File: config.mk
export PLATFORM = sky130hd
export DESIGN_NAME = preg_free_serializer
export DESIGN_NICKNAME = d
export VERILOG_FILES = /design/src/rtl/preg_free_serializer.sv
export SDC_FILE = /design/constraint.sdc
export NUM_CORES = 1
export LEC_CHECK = 0
export BUFFER_PORTS_ARGS = -buffer_cell sky130_fd_sc_hd__buf_2
export CAP_MARGIN = 20
export CORE_ASPECT_RATIO = 0.8
export CORE_MARGIN = 5
export CORE_UTILIZATION = 30
export CTS_CLUSTER_DIAMETER = 100
export DETAILED_ROUTE_END_ITERATION = 16
export HOLD_SLACK_MARGIN = 0.03
export PLACE_DENSITY = 0.45
export SLEW_MARGIN = 20
export SYNTH_ARGS = -nofsm -noshare
export SYNTH_HDL_FRONTEND = slang
export SYNTH_SLANG_ARGS = --single-unit
File: constraint.sdc
create_clock -name clk -period 5.2 [get_ports clk]
set_input_delay 0.78 -clock clk [delete_from_list [all_inputs] [get_ports clk]]
set_output_delay 0.78 -clock clk [all_outputs]
set_load 0.1 [all_outputs]
File: src/rtl/preg_free_serializer.sv
// Collects up to N_LANES physical-register frees per cycle from ROB commit and returns them
// to Rename one per cycle, in order. Optional duplicate-free checking under PREG_FREE_DUP_CHECK_EN.
module preg_free_serializer #(
    parameter int N_PHYS     = 64,
    parameter int N_LANES    = 2,
    parameter int FIFO_DEPTH = 8,
    localparam int PW        = $clog2(N_PHYS),
    localparam int OW        = $clog2(FIFO_DEPTH) + 1
) (
    input  logic                  clk,
    input  logic                  rst,
    input  logic [N_LANES-1:0]    commit_valid_i,
    input  logic [N_LANES*PW-1:0] commit_preg_i,
    output logic                  commit_ready_o,
    input  logic                  recover_i,
    output logic                  free_valid_o,
    output logic [PW-1:0]         free_preg_o,
    output logic [OW-1:0]         occupancy_o,
    output logic                  dup_err_o
);

    localparam int AW = $clog2(FIFO_DEPTH);

    logic [PW-1:0]      fifo_q [FIFO_DEPTH];
    logic [AW-1:0]      head_q, tail_q;
    logic [OW-1:0]      occ_q, occ_d;
    logic [N_LANES-1:0] take;
    logic [AW-1:0]      woff [N_LANES];
    logic [PW-1:0]      lane_preg [N_LANES];
    logic [OW-1:0]      m;
    logic               deq;

    // Compaction: each accepted lane writes at tail + (number of accepted lanes below it).
    always_comb begin
        take = '0;
        m    = '0;
        for (int unsigned k = 0; k < N_LANES; k++) begin
            lane_preg[k] = commit_preg_i[k*PW +: PW];
            woff[k]      = AW'(m);
            take[k]      = commit_ready_o && commit_valid_i[k] && (lane_preg[k] != '0);
            m            = m + OW'(take[k]);
        end
    end

    assign commit_ready_o = (occ_q <= OW'(FIFO_DEPTH - N_LANES));
    assign deq            = (occ_q != '0) && !recover_i;
    assign free_valid_o   = deq;
    assign free_preg_o    = (occ_q != '0) ? fifo_q[head_q] : '0;
    assign occupancy_o    = occ_q;
    assign occ_d          = occ_q + m - OW'(deq);

    always_ff @(posedge clk) begin
        if (rst) begin
            head_q <= '0;
            tail_q <= '0;
            occ_q  <= '0;
        end else begin
            assert (int'(occ_q) + int'(m) - int'(deq) <= FIFO_DEPTH);
            for (int unsigned k = 0; k < N_LANES; k++) begin
                if (take[k]) fifo_q[tail_q + woff[k]] <= lane_preg[k];
            end
            tail_q <= tail_q + AW'(m);
            if (deq) head_q <= head_q + AW'(1);
            occ_q <= occ_d;
        end
    end

`ifdef PREG_FREE_DUP_CHECK_EN
    logic [N_PHYS-1:0] inflight_q, inflight_d;
    logic              dup_q, dup_hit;

    // The departing head is cleared before new lanes are checked; lanes are set in order
    // so the same preg on two lanes in one cycle is caught by the second lane.
    always_comb begin
        inflight_d = inflight_q;
        dup_hit    = 1'b0;
        if (deq) inflight_d[free_preg_o] = 1'b0;
        for (int unsigned k = 0; k < N_LANES; k++) begin
            if (take[k]) begin
                if (inflight_d[lane_preg[k]]) dup_hit = 1'b1;
                inflight_d[lane_preg[k]] = 1'b1;
            end
        end
    end

    always_ff @(posedge clk) begin
        if (rst) begin
            inflight_q <= '0;
            dup_q      <= 1'b0;
        end else begin
            inflight_q <= inflight_d;
            dup_q      <= dup_q | dup_hit;
        end
    end

    assign dup_err_o = dup_q;
`else
    assign dup_err_o = 1'b0;
`endif

endmodule

==> results of run 1 <==
logic make-up (layout without fill, tap and decap cells):
logic type / count (synthesis) / after routing / share of synthesized area, %
buffers and inverters: 21 / 61 / 2.650
and+or+nand+nor: 49 / 49 / 11.40
DFF: 61 / 61 / 49.38
AOI/OAI and AO/OA: 14 / 14 / 3.305
xor gates and xnor gates: 7 / 7 / 1.997
other: 1 / 1 / 0.1088
adders and majority gates: 15 / 15 / 5.883
muxes: 66 / 66 / 25.27
layer usage:
layer	vias up	track usage [%]	routed length [um]
met5	-	0	0
met4	0	3.338	75
met3	8	3.597	423
met2	33	17.81	3456
met1	1000	20.07	4378
li1	972	-	-
cell type report:
| class | instances | area, um^2 |
|---|---|---|
| Clock buffer | 10 | 229.0 |
| Clock inverter | 6 | 77.57 |
| Fill cell | 1111 | 7317 |
| Inverter | 12 | 45.04 |
| Multi-Input combinational cell | 152 | 1653 |
| Sequential cell | 61 | 1702 |
| Tap cell | 148 | 185.2 |
| Timing Repair Buffer | 33 | 177.7 |
registers in the layout, indices dropped and copies added, names as in the netlist, named ones only:
register / cells
occupancy_o: 4
head_q: 3
fifo_q: 48
tail_q: 3
worst max-delay path by stage:
| stage | slack (ps) | to |
|---|---|---|
| after global routing | 1270 | fifo_q[0][5] |
| final | 1460 | fifo_q[2][1] |
| after floorplan | 60 | fifo_q[4][0] |
| after CTS | 1450 | fifo_q[2][1] |
| after detailed placement | 1100 | fifo_q[2][4] |
| after global placement | 1100 | fifo_q[4][4] |
where the power goes:
group | switching, mW | internal [mW]
Sequential | 0.0815 | 0.612
Combinational | 0.708 | 0.302
Clock | 0.202 | 0.414
cell usage after synthesis (4+ instances only):
| master | n | area share (%) |
|---|---|---|
| dfxtp_1 | 13 | 7.6 |
| edfxtp_1 | 48 | 42 |
| ha_1 | 13 | 4.7 |
| inv_1 | 12 | 1.3 |
| mux2_2 | 45 | 15 |
| mux2i_1 | 6 | 1.7 |
| mux4_2 | 12 | 7.8 |
| nand2_1 | 4 | 0.44 |
| nand4_4 | 6 | 3.7 |
| nor2_1 | 17 | 1.9 |
| o21ai_0 | 5 | 0.73 |
| xnor2_1 | 4 | 1.0 |
metrics by stage:
step	power [mW]	area (um^2)	util (%)	setup slack, ps	cells
after floorplan	1.515	3446	-	57.63	234
after global placement	1.719	3762	33.04	1102	406
after detailed placement	1.724	3762	33.04	1103	406
after CTS	2.347	4069	35.74	1453	422
after global routing	2.443	4069	35.74	1272	422
final	2.320	4069	35.74	1460	422
worst reg2reg max path, stage by stage (launching register included):
cell      delay [ps]
dfxtp_1          340
inv_1             60
ha_1             200
and3_4           210
nor2_1           320
o311ai_4         230
inv_1            130
ha_1             180
ha_1             260
nor3_4           370
nand4_2          310
o21ai_0          430
==> flow_summary.toml, run 1 <==
[synth]
mappedNetlistNets = 266
syn_inst = 234
synthesis.yosys.warnings = 0
netlist-cell-type-count = 41
postSynth.asyncResetShare_pct = 0
yosys_register_bits = 61
seq_area_frac_synth_pct = 49.38
primary_ff_master_synth = "edfxtp_1"
synth_area_um2 = 3446
count_of_flip_flops_with_a_built_in_enable_after_synthesis = 48
postSynthAreaPerCell_um2 = 14.73

[clocking]
clock_sinks = 61
cts_setup_buffers = 0
insertion_delay_ps = 330
h_tree_depth_reported_by_cts = 3
cts_tree = "built"
cts-root-to-sink-buffers = 2
post_cts.resized_instances = 0
clock_tree.root_cell = "clkbuf_16"
cts.reportedPaths.clkPinSlew_ps = 50
cts_hold_buffers = 0
cts_inserted_buffers = 9

[worst_setup_path]
crit_type = "input port to flop"
critical_path_depth = 9
critPathSlowestCell = "or4_1"
worst_setup_path_startpoint = "commit_preg_i[2]"
cp_num_buf_inv = 2
reg2reg_to = "fifo_q[0][5]"
cp-start-kind = "input port"
worst-r2r-cell-count = 11
max_stage_delay_ps = 580
critPathMostFrequentCell = "ha_1"
critical-path-top-delay-family = "simple AND/OR/NAND/NOR gates"
path_cells = "buf_2 > or4_1 > o311ai_4 > inv_1 > ha_1 > ha_1 > nor3b_4 > nand4_4 > o21ai_0"
timing.critical_path.to_type = "flop"
cp_data_arrival_time_ps = 3690
worstPathMaxFanout = 9
r2r_setup_slack_ps = 1780
cp_data_required_time_ps = 5150
worst_r2r_startpoint = "occupancy_o[3]"

[layout]
drive_gt1_share_pct = 44.53
syn_to_final_growth_pct = 18.08
num-nets-final = 301
layout.cells.most_common_list = "edfxtp_1, mux2_2, buf_2"
n_antenna_cell = 0
mostFrequentLayoutCell = "edfxtp_1"

[worst_hold_path]
holdPathStages = 2
hold-path-endpoint = "head_q[1]"
hold_path.class = "flop to flop"
holdCritStartpoint = "head_q[1]"

[floorplan]
chipHeight_um = 105.9
effective_utilization_at_floorplan_pct = 30.26
design.die.area_um2 = 13740
floorplan.core_area_um2 = 11390
ioPinCount = 30
fp.dieW_um = 129.8
num_rows = 35

[detailed_routing]
totalWireLength_um = 8333
vias_per_cell = 4.770
vias = 2013
drt_first_pass_iters = 4
drt_iter0_markers = 111
route.detailed.drc = 0
number_of_nets_still_failing_antenna_checks_after_routing = 0
post_drt_wl_per_cell_um = 19.75

[power_and_ir_drop]
powerDensity_nw_per_um2 = 570.1
leakagePower_nw = 1.445
ir_worst_vdd_v = 0.0002073

[global_routing]
pin_count_of_the_biggest_net_entering_global_routing = 17
first_global_vias = 2057
global_route_wire_length_before_repair_um = 12970
grt_overflow = 0
antenna_violations_before_repair = 0
grt_util_all_layers_pct = 13.05

[sta]
rsz0062_at_grt = "false"
max_freq_mhz = 267.4
timing_hold_violations_final = 0
setup-tns-final_ps = 0
maxSlewViolCount = 0
final.period_utilization_pct = 71.93
worst_pin_slew_ps = 1019
setup_viol = 0
relSlewSlack_pct = 31.33
layout_min_cycle_time_ps = 3740
timing.hold.ws_ps = 507.9
clock-skew-final_ps = 6.261

[run]
max_cap_violations = 0

[placement]
post_detail_place_hpwl_um = 5915
place.port_buffers = 28
gp_congestion = 0.7547

[status]
outcome = "finished clean"
Power figures use the tool's default switching activity.
==> inputs of run 2 (changes only) <==
==> constraint.sdc (replaced) <==
create_clock -name clk -period 3.8 [get_ports clk]
set_input_delay 0.57 -clock clk [delete_from_list [all_inputs] [get_ports clk]]
set_output_delay 0.57 -clock clk [all_outputs]
set_load 0.1 [all_outputs]
==> run 2 against run 1 <==
Worst setup slack worse by 1000 ps. First-iteration DRC count grew 72%. Non-clock buffer count increased by 7. Combinational power rose by 42%. Sequential share of layout area fell by 0.55 points. Critical endpoint is now fifo_q[4][0]. Largest power group unchanged.
==> flow_summary.toml, run 2 (synthesized netlist as in run 1, its figures left out) <==
[status]
outcome = "finished clean"

[global_routing]
grt_overflow = 0
first_global_vias = 2167
grt_util_all_layers_pct = 13.10
pin_count_of_the_biggest_net_entering_global_routing = 17
antenna_violations_before_repair = 0
grt_busiest_layer = "met1"
global_route_wire_length_before_repair_um = 13190
met3_resource_use_gr_pct = 3.546
grt_use_met2_pct = 18.80
use_met1_pct = 19.37

[sta]
rsz0062_at_grt = "false"
final.period_utilization_pct = 88.44
relSlewSlack_pct = 37.67
timing_hold_violations_final = 0
worst_pin_slew_ps = 924.9
setup_viol = 0
post-route-worst-setup-slack_ps = 439.3
layout_min_cycle_time_ps = 3361
maxSlewViolCount = 0
max_freq_mhz = 297.6
clock-skew-final_ps = 5.826

[run]
max_cap_violations = 0

[layout]
non_filler_instances = 429
syn_to_final_growth_pct = 19.93
max_reg_flops = 48
num-nets-final = 308
n_antenna_cell = 0
drive_gt1_share_pct = 48.04
combined_flip_flop_and_latch_cell_area_um2 = 1705
final_util_pct = 36.30
mostFrequentLayoutCell = "edfxtp_1"
layout.cells.most_common_list = "edfxtp_1, mux2_2, buf_2"
fillers = 1108
area_occupied_by_multi_input_gates_um2 = 1678

[worst_setup_path]
crit_type = "input port to flop"
critPathMostFrequentCell = "ha_1"
r2r_setup_slack_ps = 570
cp-start-kind = "input port"
cp_num_buf_inv = 2
cp_data_required_time_ps = 3750
cp_data_arrival_time_ps = 3310
critPathSlowestCell = "or4_1"
critical-path-top-delay-family = "simple AND/OR/NAND/NOR gates"
max_stage_delay_ps = 600
timing.critical_path.to_type = "flop"
worstPathMaxFanout = 9
reg2reg_to = "fifo_q[4][0]"
worst_r2r_startpoint = "occupancy_o[3]"
worst-r2r-cell-count = 11
path_cells = "buf_2 > or4_1 > o311ai_4 > inv_1 > ha_1 > ha_1 > xor2_1 > nand4_2 > o21ai_1"

[placement]
post_detail_place_hpwl_um = 6135
dp_worst_slack_ps = 85.25
place.detailed.instances = 413
gp_congestion = 0.7905
place.port_buffers = 28

[floorplan]
ioPinCount = 30
chipHeight_um = 105.9
design.die.area_um2 = 13740
floorplan.core_area_um2 = 11390
fp.dieW_um = 129.8
effective_utilization_at_floorplan_pct = 30.26
num_rows = 35

[power_and_ir_drop]
powerDensity_nw_per_um2 = 768.7
leakagePower_nw = 1.480
register_share_of_total_power_pct = 30.0
ir_worst_vdd_v = 0.0002691
net_switching_power_mw = 1.365
power.switching_fraction_pct = 42.95
p_clk_share_pct = 25.0
totalPowerFinal_mw = 3.177
p_comb_share_pct = 45.0
internal_power_mw = 1.812

[detailed_routing]
vias = 2069
totalWireLength_um = 8490
vias_per_cell = 4.823
drt_first_pass_iters = 4
drt_iter0_markers = 191
post_drt_wl_per_cell_um = 19.79
number_of_nets_still_failing_antenna_checks_after_routing = 0
route.detailed.drc = 0

[worst_hold_path]
holdPathStages = 2
holdCritStartpoint = "head_q[1]"
hold_path.class = "flop to flop"

[clocking]
post_cts.resized_instances = 0
h_tree_depth_reported_by_cts = 3
cts-root-to-sink-buffers = 2
clock_sinks = 61
clock_tree.root_cell = "clkbuf_16"
cts_hold_buffers = 0
cts_tree = "built"
cts.reportedPaths.clkPinSlew_ps = 50
cts_inserted_buffers = 9
cts_setup_buffers = 0
insertion_delay_ps = 320
-- run 2: cell count changes in the layout (fill, tap and decap cells not counted), sizes merged --
cell    previous run  this run
buf               33        40
bufinv             2         1
clkbuf            10        14
clkinv             4         1
-- run 2: worst max-delay path by stage --
stage / end / slack (ps) / from / cells after the start
final: fifo_q[4][0] / 440 / commit_preg_i[2] / 9
after global routing: fifo_q[4][1] / 360 / commit_preg_i[2] / 9
after CTS: fifo_q[4][0] / 420 / commit_preg_i[2] / 9
after detailed placement: fifo_q[4][5] / 90 / commit_preg_i[2] / 9
after global placement: fifo_q[4][5] / -20 / commit_preg_i[2] / 9
after floorplan: fifo_q[4][0] / 20 / occupancy_o[3] / 11
-- run 2: final cells by class --
cell class	count	area share (%)
Sequential cell	61	41.27
Multi-Input combinational cell	152	40.60
Clock buffer	14	6.146
Timing Repair Buffer	40	5.571
Tap cell	148	4.481
Inverter	12	1.090
Clock inverter	2	0.8477
-- run 2: power groups by stage --
stage	Combinational, mW	Clock (mW)	Sequential, mW
after CTS	1.45	0.816	0.958
final	1.43	0.794	0.953
after global routing	1.53	0.845	0.970
after floorplan	1.07	0	1.01
after detailed placement	1.44	0	0.970
after global placement	1.44	0	0.974
-- run 2: metal layers --
layer,up-vias,part of all wire [%]
met3,6,3.2
met4,0,1.3
met2,39,44
li1,974,-
met1,1050,51
met5,-,0
-- run 2: metrics by stage --
stage | area (um^2) | TNS, ps | hold WS, ps
after floorplan | 3460 | 0 | 471.6
after global placement | 3844 | -126.6 | 495.8
after detailed placement | 3844 | 0 | 506.6
after CTS | 4133 | 0 | 516.0
after global routing | 4133 | 0 | 546.4
final | 4133 | 0 | 510.3
-- run 2: tightest hold or removal path, delay by kind of cell (launching register included) --
kind           cells  cell delay, ps
AO/OA/AOI/OAI      2             150
flip-flops         1             300
==> inputs of run 3 (changes only) <==
==> constraint.sdc (replaced) <==
create_clock -name clk -period 3.8 [get_ports clk]
set_input_delay 0.57 -clock clk [delete_from_list [all_inputs] [get_ports clk]]
set_output_delay 0.57 -clock clk [all_outputs]
set_load 0.005 [all_outputs]
==> run 3 against run 2 <==
Flip-flop and latch count is the same. Non-clock buffer count unchanged. Wire length decreased by 0.40%. Critical path depth up 2. Total power is 17% lower. First-iteration DRC count decreased by 34%. Critical endpoint unchanged.
==> flow_summary.toml, run 3 (synthesized netlist as in run 1, its figures left out) <==
[layout]
non_filler_instances = 429
fillers = 1126
mostFrequentLayoutCell = "edfxtp_1"
syn_to_final_growth_pct = 18.95
layout.cells.most_common_list = "edfxtp_1, mux2_2, buf_2"
drive_gt1_share_pct = 45.91
combined_flip_flop_and_latch_cell_area_um2 = 1702
n_antenna_cell = 0
post-route-cell-area_um2 = 4099
area_occupied_by_multi_input_gates_um2 = 1653
num-nets-final = 308
max_reg_flops = 48

[worst_setup_path]
cp_num_buf_inv = 2
crit_type = "flop to flop"
cp_data_required_time_ps = 3750
cp_data_arrival_time_ps = 3270
timing.critical_path.to_type = "flop"
critical-path-top-delay-family = "simple AND/OR/NAND/NOR gates"
critPathMostFrequentCell = "ha_1"
cp-start-kind = "flop"
path_cells = "inv_1 > ha_1 > and3_4 > nor2_1 > o311ai_4 > inv_1 > ha_1 > ha_1 > xor2_1 > nand4_2 > o21ai_0"
worstPathMaxFanout = 7
critPathSlowestCell = "xor2_1"
max_stage_delay_ps = 390

[clocking]
cts_inserted_buffers = 9
cts_hold_buffers = 0
cts_setup_buffers = 0
clock_sinks = 61
insertion_delay_ps = 320
cts.reportedPaths.clkPinSlew_ps = 50
clock_tree.root_cell = "clkbuf_16"
cts-root-to-sink-buffers = 2
h_tree_depth_reported_by_cts = 3
post_cts.resized_instances = 0
cts_tree = "built"

[power_and_ir_drop]
net_switching_power_mw = 0.8586
p_clk_share_pct = 29.5
internal_power_mw = 1.775
ir_worst_vdd_v = 0.0002467
leakagePower_nw = 1.464
totalPowerFinal_mw = 2.634
register_share_of_total_power_pct = 36.1
p_comb_share_pct = 34.4
powerDensity_nw_per_um2 = 642.6
power.switching_fraction_pct = 32.60

[sta]
setup-tns-final_ps = 0
clock-skew-final_ps = 5.667
post-route-worst-setup-slack_ps = 483.0
timing_hold_violations_final = 0
rsz0062_at_grt = "false"
worst_pin_slew_ps = 935.7
final.period_utilization_pct = 87.29
layout_min_cycle_time_ps = 3317
setup_viol = 0
maxSlewViolCount = 0
max_freq_mhz = 301.5
relSlewSlack_pct = 37.53

[placement]
post_dp_cell_area_um2 = 3815
place.port_buffers = 28
dp_worst_slack_ps = 181.1
post_detail_place_hpwl_um = 6223
place.detailed.instances = 413
gp_congestion = 0.7863

[detailed_routing]
drt_first_pass_iters = 4
vias = 2058
post_drt_wl_per_cell_um = 19.71
vias_per_cell = 4.797
drt_iter0_markers = 127
totalWireLength_um = 8456
route.detailed.drc = 0
number_of_nets_still_failing_antenna_checks_after_routing = 0

[status]
outcome = "finished clean"

[floorplan]
fp.dieW_um = 129.8
num_rows = 35
floorplan.core_area_um2 = 11390
ioPinCount = 30
chipHeight_um = 105.9
design.die.area_um2 = 13740
effective_utilization_at_floorplan_pct = 30.26

[global_routing]
antenna_violations_before_repair = 0
global_route_wire_length_before_repair_um = 13550
pin_count_of_the_biggest_net_entering_global_routing = 17
grt_util_all_layers_pct = 13.51
first_global_vias = 2206
grt_overflow = 0

[worst_hold_path]
hold_path.class = "flop to flop"

[run]
max_cap_violations = 0
## run 3: worst min-delay path: stages, from the launching register on
cell     delay (ps)
dfxtp_1         300
o21ai_0          70
a21oi_1          70
## run 3: path summary, 6_finish.rpt
| path | depth (start not counted) | slack (ps) | start | to |
|---|---|---|---|---|
| hold / removal | 2 | 490 | head_q[1] | head_q[1] |
| setup / recovery | 11 | 480 | occupancy_o[3] | fifo_q[4][0] |
| hold reg to reg | 2 | 490 | head_q[1] | head_q[1] |
| setup reg to reg | 11 | 480 | occupancy_o[3] | fifo_q[4][0] |
## run 3: metrics by stage
step	hold WS, ps	utilization [%]
4_1_cts	498.8	36.00
2_1_floorplan	471.6	-
3_3_place_gp	496.9	33.51
6_report	493.0	36.00
3_5_place_dp	492.1	33.51
5_1_grt	548.6	36.00
## run 3: layout make-up
type	instances	share of cell area, %
Clock inverter	5	1.252
Tap cell	148	4.518
Sequential cell	61	41.51
Multi-Input combinational cell	152	40.32
Clock buffer	11	5.678
Inverter	12	1.099
Timing Repair Buffer	40	5.617
## run 3: power by group through the flow
| stage | Sequential, mW | Clock, mW | Combinational (mW) |
|---|---|---|---|
| floorplan | 0.894 | 0 | 0.672 |
| global placement | 0.968 | 0 | 0.915 |
| detailed placement | 0.969 | 0 | 0.920 |
| CTS | 0.956 | 0.796 | 0.925 |
| global route | 0.970 | 0.821 | 1.02 |
| finish | 0.950 | 0.778 | 0.906 |
## run 3: per-layer routing
layer | up-vias | global-route usage, % | wire length [um] | share of wire (%)
met3 | 10 | 3.799 | 274 | 3.2
met5 | - | 0 | 0 | 0
met1 | 1033 | 19.68 | 4332 | 51
li1 | 983 | - | - | -
met2 | 32 | 19.68 | 3749 | 44
met4 | 0 | 3.412 | 99 | 1.2
